===== src/rtl/vending_change_dispenser.sv =====
// vending_change_dispenser: vends a can against accepted credit, then pays change
// one coin at a time through an acknowledge handshake with the nickel/dime hoppers.
module vending_change_dispenser #(
  parameter int PRICE       = 3,
  parameter int ACK_TIMEOUT = 15
) (
  input  logic       clk,
  input  logic       reset_n,
  input  logic       credit_valid,
  input  logic [4:0] credit,
  output logic       credit_ready,
  output logic       can,
  output logic [1:0] coin_out,
  output logic       coin_valid,
  input  logic       coin_ack,
  input  logic       nickel_empty,
  input  logic       dime_empty,
  output logic       busy,
  output logic       change_error
);
  typedef enum logic [1:0] {IDLE, VEND, CHANGE, WAIT_ACK} state_t;
  localparam logic [4:0] PRICE_U = 5'(PRICE);
  localparam logic [4:0] LAST    = 5'(ACK_TIMEOUT - 1);
  state_t     state;
  logic [4:0] balance;
  logic [4:0] count;
  logic       accept;
  logic       paid;
  logic       use_dime;
  logic       use_nickel;
  assign accept       = credit_valid && credit_ready;
  assign paid         = credit >= PRICE_U;
  assign use_dime     = balance >= 5'd2 && !dime_empty;
  assign use_nickel   = !nickel_empty;
  assign credit_ready = state == IDLE;
  assign busy         = state != IDLE;
  always_ff @(posedge clk or negedge reset_n)
    if (!reset_n) begin
      state        <= IDLE;
      balance      <= '0;
      count        <= '0;
      can          <= 1'b0;
      coin_out     <= 2'b00;
      coin_valid   <= 1'b0;
      change_error <= 1'b0;
    end else begin
      can <= 1'b0;
      case (state)
        IDLE:
          if (accept && credit != 5'd0) begin
            change_error <= 1'b0;
            balance      <= paid ? credit - PRICE_U : credit;
            can          <= paid;
            state        <= paid ? VEND : CHANGE;
          end
        VEND:
          state <= CHANGE;
        CHANGE:
          if (balance == 5'd0)
            state <= IDLE;
          else if (use_dime || use_nickel) begin
            coin_out   <= use_dime ? 2'b10 : 2'b01;
            coin_valid <= 1'b1;
            count      <= '0;
            state      <= WAIT_ACK;
          end else begin
            change_error <= 1'b1;
            balance      <= '0;
            state        <= IDLE;
          end
        WAIT_ACK:
          // an ack arriving in the final timeout cycle still counts as paid
          if (coin_ack) begin
            balance    <= balance - (coin_out == 2'b10 ? 5'd2 : 5'd1);
            coin_out   <= 2'b00;
            coin_valid <= 1'b0;
            state      <= CHANGE;
          end else if (count == LAST) begin
            coin_out     <= 2'b00;
            coin_valid   <= 1'b0;
            change_error <= 1'b1;
            balance      <= '0;
            state        <= IDLE;
          end else
            count <= count + 5'd1;
      endcase
    end
  a_no_code3: assert property (@(posedge clk) disable iff (!reset_n) coin_out != 2'b11);
  a_code_valid: assert property (@(posedge clk) disable iff (!reset_n) coin_valid == (coin_out != 2'b00));
endmodule


===== config.mk =====
export PLATFORM = sky130hd
export DESIGN_NAME = vending_change_dispenser
export DESIGN_NICKNAME = d
export VERILOG_FILES = /design/src/rtl/vending_change_dispenser.sv
export SDC_FILE = /design/constraint.sdc
export NUM_CORES = 1
export LEC_CHECK = 0
export ABC_AREA = 1
export CAP_MARGIN = 10
export CORE_MARGIN = 3
export CORE_UTILIZATION = 55
export DETAILED_ROUTE_END_ITERATION = 10
export PLACE_DENSITY = 0.79
export SLEW_MARGIN = 20
export SYNTH_ARGS = -nofsm -noshare
export SYNTH_HDL_FRONTEND = slang
export SYNTH_SLANG_ARGS = --single-unit

===== constraint.sdc =====
create_clock -name clk -period 2.2 [get_ports clk]
set_input_delay 0.33 -clock clk [delete_from_list [all_inputs] [get_ports clk]]
set_output_delay 0.33 -clock clk [all_outputs]
set_load 0.05 [all_outputs]

[Word level (Yosys, flattened, before mapping)]
Cells that the tools add are included.
Cells by class
  $add $sub $neg: 3
  magnitude comparators: 2
  equal/unequal tests: 13
  multiplexer cells: 38
  reductions and logical operators: 17
Operator list (number)
  2-to-1 mux 5 bit: 10
  2-to-1 mux 2 bit: 11
  case mux 5 bit (3 select lines): 1
  inequality test 2 bit (second input constant): 6
  2-to-1 mux 1 bit: 11
  >= comparator 5 x 2 -> 1 bit (second input constant): 2
  case mux 5 bit (2 select lines): 1
  AND reduction 5 bit: 2
  case mux 2 bit (4 select lines): 1
  equality test 2 bit (second input constant): 3
  AND reduction 6 bit: 1
  adder 5 x 1 -> 5 bit (second input constant): 1
  equality test 5 x 4 -> 1 bit (second input constant): 1
  logical NOT 5 bit: 1
  nonzero test 5 bit: 1
  subtractor 5 x 2 -> 5 bit: 1
  subtractor 5 x 2 -> 5 bit (second input constant): 1
  case mux 2 bit (2 select lines): 1
  AND reduction 4 bit: 1
  nonzero test 2 bit: 2
  logical AND 1 bit: 3
  inequality test 3 bit (second input constant): 1
  case mux 1 bit (3 select lines): 1
  nonzero test 3 bit: 1
  7 further kinds: 8
Word-level totals
  register bits: 17
  word-level logic and storage cells: 80

[Logic depth before layout (Yosys ltp)]
Gate-level depths: netlist of run 1.
  depth in word-level cells: 6
  depth in mapped cells: 12

[Worst setup path after synthesis of run 1]
No wires, ideal clock.
  kind: register to register
  start point: register coin_out[0]
  end point: register balance[4]
  arrival time: 1.825 ns
  required time: 2.082 ns
  slack: 0.258 ns
  stages on the path, launching flop included: 12
  buffers on the path: 0
  cell sequence: dfrtp_1 -> inv_1 -> nand2_1 -> ha_1 -> inv_1 -> fa_1 -> inv_1 -> nand2_1 -> o21ai_0 -> nand2_1 -> nand3_1 -> nand2_1
On the way
  word-level cells in the longest chain between the ends: 5
RTL lines
  start: declaration: line 13  | output logic [1:0] coin_out,
  start signal: assignment: line 62  | coin_out <= use_dime ? 2'b10 : 2'b01;
  equality test 2 bit: line 74  | balance <= balance - (coin_out == 2'b10 ? 5'd2 : 5'd1);
  2-to-1 mux 2 bit: line 74
  subtractor 5 x 2 -> 5 bit: line 74
  2-to-1 mux 5 bit: line 73  | if (coin_ack) begin
  case mux 5 bit (3 select lines): line 48  | case (state)
  end signal: assignment: line 52  | balance <= paid ? credit - PRICE_U : credit;
  end signal: assignment: line 74
  end: declaration: line 25  | logic [4:0] balance;
Every way passes these cells.
A chain may end at the register's enable or synchronous reset.

[Worst setup path after layout of run 1]
  start point: register coin_out[0]
  end point: output port coin_out[0]
No word-level cell between the ends.

==> results summary, run 1 <==
The flow ran to the end, and the final reports show no timing, DRC or antenna violations. Clock-pin slew was measured on the worst setup and hold paths at approximately 0.11 ns. The critical path launch point is coin_out[0]$_DFFE_PN0P_.

Across all register-to-register paths, the minimum setup slack is about 0.40 ns. CTS placed an instance of sky130_fd_sc_hd__clkbuf_4 at the clock tree root. The total power draw is about 2.2 mW. At the end of the flow, the number of nets in the layout was approximately 240.

TritonCTS built the clock tree. The initial DRC count is 42. The worst setup path is of the flop to output port kind. After detailed routing, the number of vias per cell comes to between 5 and 6.

The maximum clock insertion buffer count is 2. The number of H-tree levels came out at 1. The worst setup skew after layout is about 0.0078 ns. The number of global-route vias before repair was approximately 1.3k. The post-route netlist has around 14% of its cells at a drive strength greater than 1. The critical path depth in cells came out at 1. The placer's final routability congestion estimate is between 0.8 and 0.9.

Buffers added to address setup during post-CTS repair amount to 0. The register bit count reported by yosys is 17. The final route contains 1313 vias. The yosys synthesis warning count came out at 0. The sum of negative setup slack is 0 ns. The tree built by TritonCTS fans out to 17 sinks. The max-slew violation count was 0. The number of antenna violations at the first check in global routing came to 0.

The total global routing overflow is 0. The post-route clock period utilization came out at approximately 83%. Sequential cells were found to cover about 30% of the synthesized design area.

The delay of the slowest cell on the worst path came out at 0.81 ns. Synthesis produced a netlist with a net count of 221. Measured along the y axis, the die boundary spans 57.0 um. The netlist uses 27 different library cells. The clock reaches the later pin of the worst-skew pair after around 0.3 ns. From left edge to right edge, the die measures 57.0 um. The layout overhead on the synthesized area came out at 15.9%. The count of standard-cell rows came out at 17.

Traced cell by cell, the critical path runs through clkdlybuf4s50_1. The detailed-route DRC error count is 0. The worst setup path is captured at an output port.

The first global-routing pass estimated 5470 um of wire. The cell class contributing the biggest share of worst-path delay is buffers and inverters. The nature of the critical path startpoint is a flop. The combined global-route utilization of all metal layers is approximately a fifth. Data arrives at the worst endpoint at around 1.5 ns. The iteration count of the initial detailed-routing pass is 4. The count of cells resized by post-cts repair came out at 0. The setup-violating endpoint count in the final report is 0. The half-perimeter wire length after placement is around 2500 um.

Timing would allow up to ~550 MHz. In this run the worst setup path terminates at coin_out[0]. The routed wirelength normalized by instance count is about 13 um.

At the pin with the least slew margin, the transition time is between 0.4 and 0.5 ns. Measured in cells, the most critical reg-to-reg path has a length of 12. Along the worst path, the maximum fanout reaches 3.

The min-delay analysis places its worst path in the category primary input to asynchronous set/reset pin. The number of buffers and inverters on the critical path is 1. The library cell contributing the largest single delay on the critical path is sky130_fd_sc_hd__clkdlybuf4s50_1. The final antenna diode count came out at 0. The number of hold buffers added after CTS is 0.

The worst slack at placement is 0.171 ns. The number of fill cells came out at 196. The total of buffers placed on input and output ports came out at 17. In this run the critical register-to-register path is launched from coin_out[0]$_DFFE_PN0P_. The area occupied by registers is between 400 and 500 um2. The overall die area is between 3000 and 4000 um2. The starting density of the core came out at 61.1%.

The hold violation count in the final report was 0. The region available for standard cell placement spans between 2000 and 2500 um2. Clock tree synthesis inserted a total of 3 buffers. The final critical-path required period is about 1.8 ns. The post-synthesis instance area is ~1400 um2.

The max-slew headroom at the worst pin is 67.1%. During I/O placement, the number of pins put on the boundary was 18. The required time at the endpoint of the critical path came out at between 1.5 and 2 ns.

The multi-input combinational cells in the finished layout cover a total of between 800 and 900 um2. The final worst-path setup slack came out at 0.377 ns. The max-cap check violation count is 0. The mean cell area of the mapped netlist came out at 7.19 um2.

The worst register-to-register path ends at balance[4]$_DFFE_PN0P_. The largest net degree at the start of global routing is 18. For this design the static power due to leakage is 0.907 nW.

Setup repair after global routing left no endpoint under its margin. Power spread over the standard cell area amounts to between 1000 and 1500 nW/um2. The worst-case IR drop observed on VDD is 0.000956 V.

Wires add up to between 3000 and 4000 um. The cell count after synthesis is just under 200. The remaining antenna violation count after routing is 0.
cell usage in the layout (no fill, tap or decap), drive strengths merged, types with 5 or more instances in the layout:
master | Yosys | layout
nand2 | 67 | 67
inv | 29 | 29
dfrtp | 17 | 17
nand4 | 8 | 8
ha | 10 | 10
nor2 | 20 | 20
o21ai | 6 | 6
clkdlybuf4s50 | 0 | 15
nand3 | 24 | 24
a21oi | 5 | 5
flip-flops by register name, summed over array words and instances (netlist names):
signal / flops
change_error: 1
balance: 5
state: 2
count: 5
coin_valid: 1
coin_out: 2
can: 1
power breakdown:
| group | internal, mW | switching, mW |
|---|---|---|
| registers | 0.427 | 0.104 |
| clock network | 0.0678 | 0.111 |
| logic | 0.508 | 0.986 |
synthesized netlist by cell type (all sizes together):
master | number | area [um2]
or2 | 1 | 6.26
inv | 29 | 109
o21ai | 6 | 41.3
and2 | 1 | 6.26
xnor2 | 2 | 17.5
ha | 10 | 125
nand3 | 24 | 120
nand2 | 67 | 292
nor2 | 20 | 105
nand4 | 8 | 62.6
xor2 | 3 | 26.3
o21bai | 1 | 7.51
a21oi | 5 | 25.0
nand3b | 2 | 27.5
buf | 1 | 7.51
fa | 1 | 20.0
o22ai | 1 | 6.26
dfrtp | 17 | 425
area by class of cell:
type	instances	share of cell area [%]
multi-input cells	152	53.6
flip-flops and latches	17	25.7
repair buffers	18	10.4
inverters	29	6.57
well taps	28	2.11
clock buffers	3	1.36
clock inverters	1	0.302
how the worst min path moves through the flow:
| stage | startpoint | endpoint | slack, ns | depth (start not counted) |
|---|---|---|---|---|
| after global placement | coin_valid$_DFFE_PN0P_ | coin_valid$_DFFE_PN0P_ | 0.46 | 2 |
| after global routing | reset_n | balance[3]$_DFFE_PN0P_ | 0.36 | 2 |
| after detailed placement | coin_valid$_DFFE_PN0P_ | coin_valid$_DFFE_PN0P_ | 0.46 | 2 |
| final | reset_n | balance[3]$_DFFE_PN0P_ | 0.35 | 2 |
| after floorplan | reset_n | balance[0]$_DFFE_PN0P_ | 0.03 | 0 |
| after CTS | reset_n | balance[3]$_DFFE_PN0P_ | 0.36 | 2 |
through the flow:
| step | instances | util (%) | hold slack [ns] | cell area, um2 |
|---|---|---|---|---|
| 6_report | 248 | 70.9 | 0.347 | 1660 |
| 5_1_grt | 248 | 70.9 | 0.360 | 1660 |
| 4_1_cts | 248 | 70.9 | 0.356 | 1660 |
| 3_5_place_dp | 244 | 69.7 | 0.462 | 1630 |
| 3_3_place_gp | 244 | 69.7 | 0.456 | 1630 |
| 2_1_floorplan | 199 | - | 0.0344 | 1430 |
kinds of logic (layout without fill, tap and decap cells):
logic type / count (synthesis) / in the layout / share of synthesized area, %
compound gates: 13 / 13 / 5.60
xor+xnor: 5 / 5 / 3.06
fa+ha+maj: 11 / 11 / 10.1
buf+inv: 30 / 51 / 8.14
flops: 17 / 17 / 29.7
simple gates: 123 / 123 / 43.3
routing by layer:
| layer | part of all wire (%) | track usage [%] | up-vias |
|---|---|---|---|
| met1 | 44 | 26.2 | 592 |
| met3 | 5.1 | 3.39 | 5 |
| met2 | 49 | 38.0 | 36 |
| li1 | - | - | 680 |
| met5 | 0 | 0 | - |
| met4 | 1.2 | 5.96 | 0 |
(Power assumes the default switching activity.)
==> run 2: changes to the inputs <==
==> constraint.sdc (replaced) <==
create_clock -name clk -period 1.7 [get_ports clk]
set_input_delay 0.255 -clock clk [delete_from_list [all_inputs] [get_ports clk]]
set_output_delay 0.255 -clock clk [all_outputs]
set_load 0.05 [all_outputs]
==> run 2 against run 1 <==
  * Sequential share of layout area fell by 2.0 points
  * Cell count rose by 5.2%
  * Sequential power rose by 34%
  * Setup slack got worse by 0.31 ns
  * Die area did not move
  * Clock power rose by 25%
  * First-iteration DRC count fell by 2.4%
  * Clock-buffer cell count rose by 1
  * Design area rose by 9.1%
  * Critical endpoint is now busy
  * Combinational power rose by 52%
  * Non-clock buffer count rose by 13
==> results summary, run 2 (same netlist as run 1, synthesis figures left out) <==
The run finished with clean final reports. The leakage power is 0.986 nW (+8.7%). The total via count in the routed design came out at 1396 (+6.3%). The area after detailed placement came out at 1720 um2 (+5.5%). The library cell used most frequently in the layout, excluding fill and tap cells, is sky130_fd_sc_hd__nand2_1. The tree is rooted in a sky130_fd_sc_hd__clkbuf_4. The logic depth of the worst register-to-register path came out at 8 (-4). The sum of negative setup slack was 0 ns (unchanged). The worst slack at placement is -0.162 ns (-0.333 ns).

The footprint of the multi-input gates is 925 um2 (+4.1%). The number of fill cells is 172 (-12%). The maximum fanout encountered on the critical timing path came out at 4 (+1). The critical path ends at busy. The area occupied by registers is 428 um2 (+0.59%). The clock group share of total power is 7.0% (-1.1 points). The routed wire length came to 3390 um (+8.9%). The routed wirelength normalized by instance count was 13.0 um (+3.5%). The most critical setup path has its startpoint at state[0]$_DFFE_PN0P_.

The net switching fraction of the power was 52.7% (-1.8 points). Dividing the final minimum period by the clock period gives between 90% and 100%. The top cell types in the final layout, fill and taps aside, are sky130_fd_sc_hd__nand2_1 (57), sky130_fd_sc_hd__nand3_1 (24), sky130_fd_sc_hd__buf_4 (19). The max-cap check violation count is 0 (unchanged).

The startpoint identified for the worst register-to-register timing path is state[0]$_DFFE_PN0P_. Setup repair after global routing could not meet its margin everywhere. The final design area excluding fillers was 1810 um2 (+9.1%). The number of antenna violations at the first check in global routing is 0 (unchanged). The overall die area came to 3250 um2 (unchanged). The clock buffer count from CTS is 3 (unchanged). The number of global-route vias before repair came out at 1338 (+7.0%). The data arrival at the endpoint of the critical path came out at 1.38 ns (-0.11 ns). The final critical-path required period came out at approximately 1.6 ns.

The total of buffers placed on input and output ports came out at 17 (unchanged). The worst setup skew after layout came out at 0.000968 ns (-0.00680 ns). The placer's final routability congestion estimate came out at 0.829 (+1.5%).

The layout overhead on the synthesized area came out at 26.4%. The starting density of the core came to 61.1% (unchanged). The final worst-path setup slack is 0.0695 ns (-0.307 ns). The critical path endpoint category is an output port. The half-perimeter wire length after placement came out at 2510 um (+2.3%).

The number of H-tree levels is 1 (unchanged). The number of sinks driven by the clock tree is 17 (unchanged). The net count of the finished layout came to 256 (+5.3%). The max-slew violation count is 0 (unchanged). The remaining antenna violation count after routing was 0 (unchanged). The final antenna diode count is 0 (unchanged). The power per unit of standard cell area was 1770 nW/um2 (+33%).

The actual transition at the worst max-transition pin is 0.366 ns (-0.127 ns). The count of standard-cell rows came out at 17 (unchanged). The endpoint identified for the worst register-to-register timing path is balance[1]$_DFFE_PN0P_.

The worst min-delay path class is primary input to asynchronous set/reset pin. The share of power burned in registers is 22.2% (-1.9 points). The number of hold buffers added after CTS was 0 (unchanged). The internal power component is 1.51 mW (+51%). The iteration count of the initial detailed-routing pass is 4 (unchanged). The max-slew headroom at the worst pin is 75.5% (+8.5 points). The clock transition time at the flip-flop clock pins of the worst setup and hold paths is 0.10 ns (about the same).

The placeable core region came out at 2340 um2 (unchanged). The total I/O pin count came out at 18 (unchanged). The average vias per placed instance came out at 5.35 (+1.0%). The maximum frequency from static timing analysis came out at ~610 MHz. The initial DRC count came out at 41 (-2.4%). The die height came out at 57.0 um (unchanged). The combined global-route utilization of all metal layers is 21.4% (+0.17 points). The setup-violating endpoint count in the final report came to 0 (unchanged). The largest net degree at the start of global routing is 18 (unchanged).

In the final layout, the registers with the most flip-flops are balance (5), count (5). The maximum clock insertion buffer count is 2 (unchanged). STA classifies the critical path startpoint as a flop. The worst-case hold slack is 0.286 ns (-0.0613 ns). The global-route wire length before repair came out at 5610 um (+2.5%). The worst setup path is of the flop to output port kind.

The net load switching power came to 1.69 mW (+41%). The combinational share of power is 70.8% (+3.0 points). The detailed-route DRC error count came out at 0 (unchanged). The width of the die came out at 57.0 um (unchanged). The insertion delay to the later sink of the worst-skew pair is 0.29 ns (about the same).

The required time at the endpoint of the critical path came out at 1.44 ns (-0.43 ns). The total global routing overflow came out at 0 (unchanged). The register-to-register setup slack is 0.08 ns (-0.32 ns).

The share of final-layout standard cells stronger than drive strength 1 came out at 27.5% (+13 points). The hold violation count in the final report came out at 0 (unchanged). The worst ir drop on vdd came out at 0.00120 V (+25%). The TritonCTS clock tree is done.
-- run 2: changes by cell type in the layout (fill, tap and decap cells not counted), sizes merged --
cell / change
dlymetal6s2s: +1
clkbuf: +1
buf: +18
clkdlybuf4s50: -6
clkinv: -1
-- run 2: critical path: stages, from the launching register on --
cell and delay [ns]:
sky130_fd_sc_hd__dfrtp_1 0.43, sky130_fd_sc_hd__inv_2 0.11, sky130_fd_sc_hd__ha_2 0.19, sky130_fd_sc_hd__buf_4 0.14, sky130_fd_sc_hd__inv_1 0.07, sky130_fd_sc_hd__buf_12 0.15
-- run 2: power groups by stage --
stage                     clock network (mW)  logic [mW]  registers [mW]
after global routing                   0.252        2.49           0.736
after floorplan                            0        1.33           0.852
final                                  0.223        2.27           0.711
after detailed placement                   0        2.08           0.709
after global placement                     0        2.02           0.696
after CTS                              0.224        2.11           0.701
-- run 2: layout make-up --
type / instances / share of cell area, %
Multi-Input combinational cell: 152 / 51.1
Sequential cell: 17 / 23.7
Timing Repair Buffer: 31 / 15.8
Inverter: 29 / 6.02
Tap cell: 28 / 1.94
Clock buffer: 4 / 1.45
-- run 2: worst min path at each step --
stage,start,endpoint,slack [ns]
final,reset_n,balance[2]$_DFFE_PN0P_,0.29
after global routing,reset_n,balance[2]$_DFFE_PN0P_,0.30
after CTS,reset_n,balance[1]$_DFFE_PN0P_,0.30
after detailed placement,coin_valid$_DFFE_PN0P_,coin_valid$_DFFE_PN0P_,0.46
after global placement,coin_valid$_DFFE_PN0P_,coin_valid$_DFFE_PN0P_,0.46
after floorplan,reset_n,balance[0]$_DFFE_PN0P_,-0.04
-- run 2: per-stage QoR --
stage          total power, mW  cells  utilization (%)
2_1_floorplan             2.19    199                -
3_3_place_gp              2.72    253             73.5
3_5_place_dp              2.79    253             73.5
4_1_cts                   3.03    257             74.7
5_1_grt                   3.48    261             77.3
6_report                  3.20    261             77.3
-- run 2: routing by layer --
| layer | part of all wire, % | wire [um] | track usage [%] |
|---|---|---|---|
| met3 | 3.8 | 130 | 2.04 |
| met2 | 51 | 1730 | 38.5 |
| met1 | 43 | 1460 | 27.0 |
| met5 | 0 | 0 | 0 |
| met4 | 2.0 | 68 | 6.29 |
-- run 2: what timing repair did --
item / in CTS / in global routing
gates resized for setup: 0 / 14
setup buffers: 0 / 4
setup endpoints to repair: 0 / 7
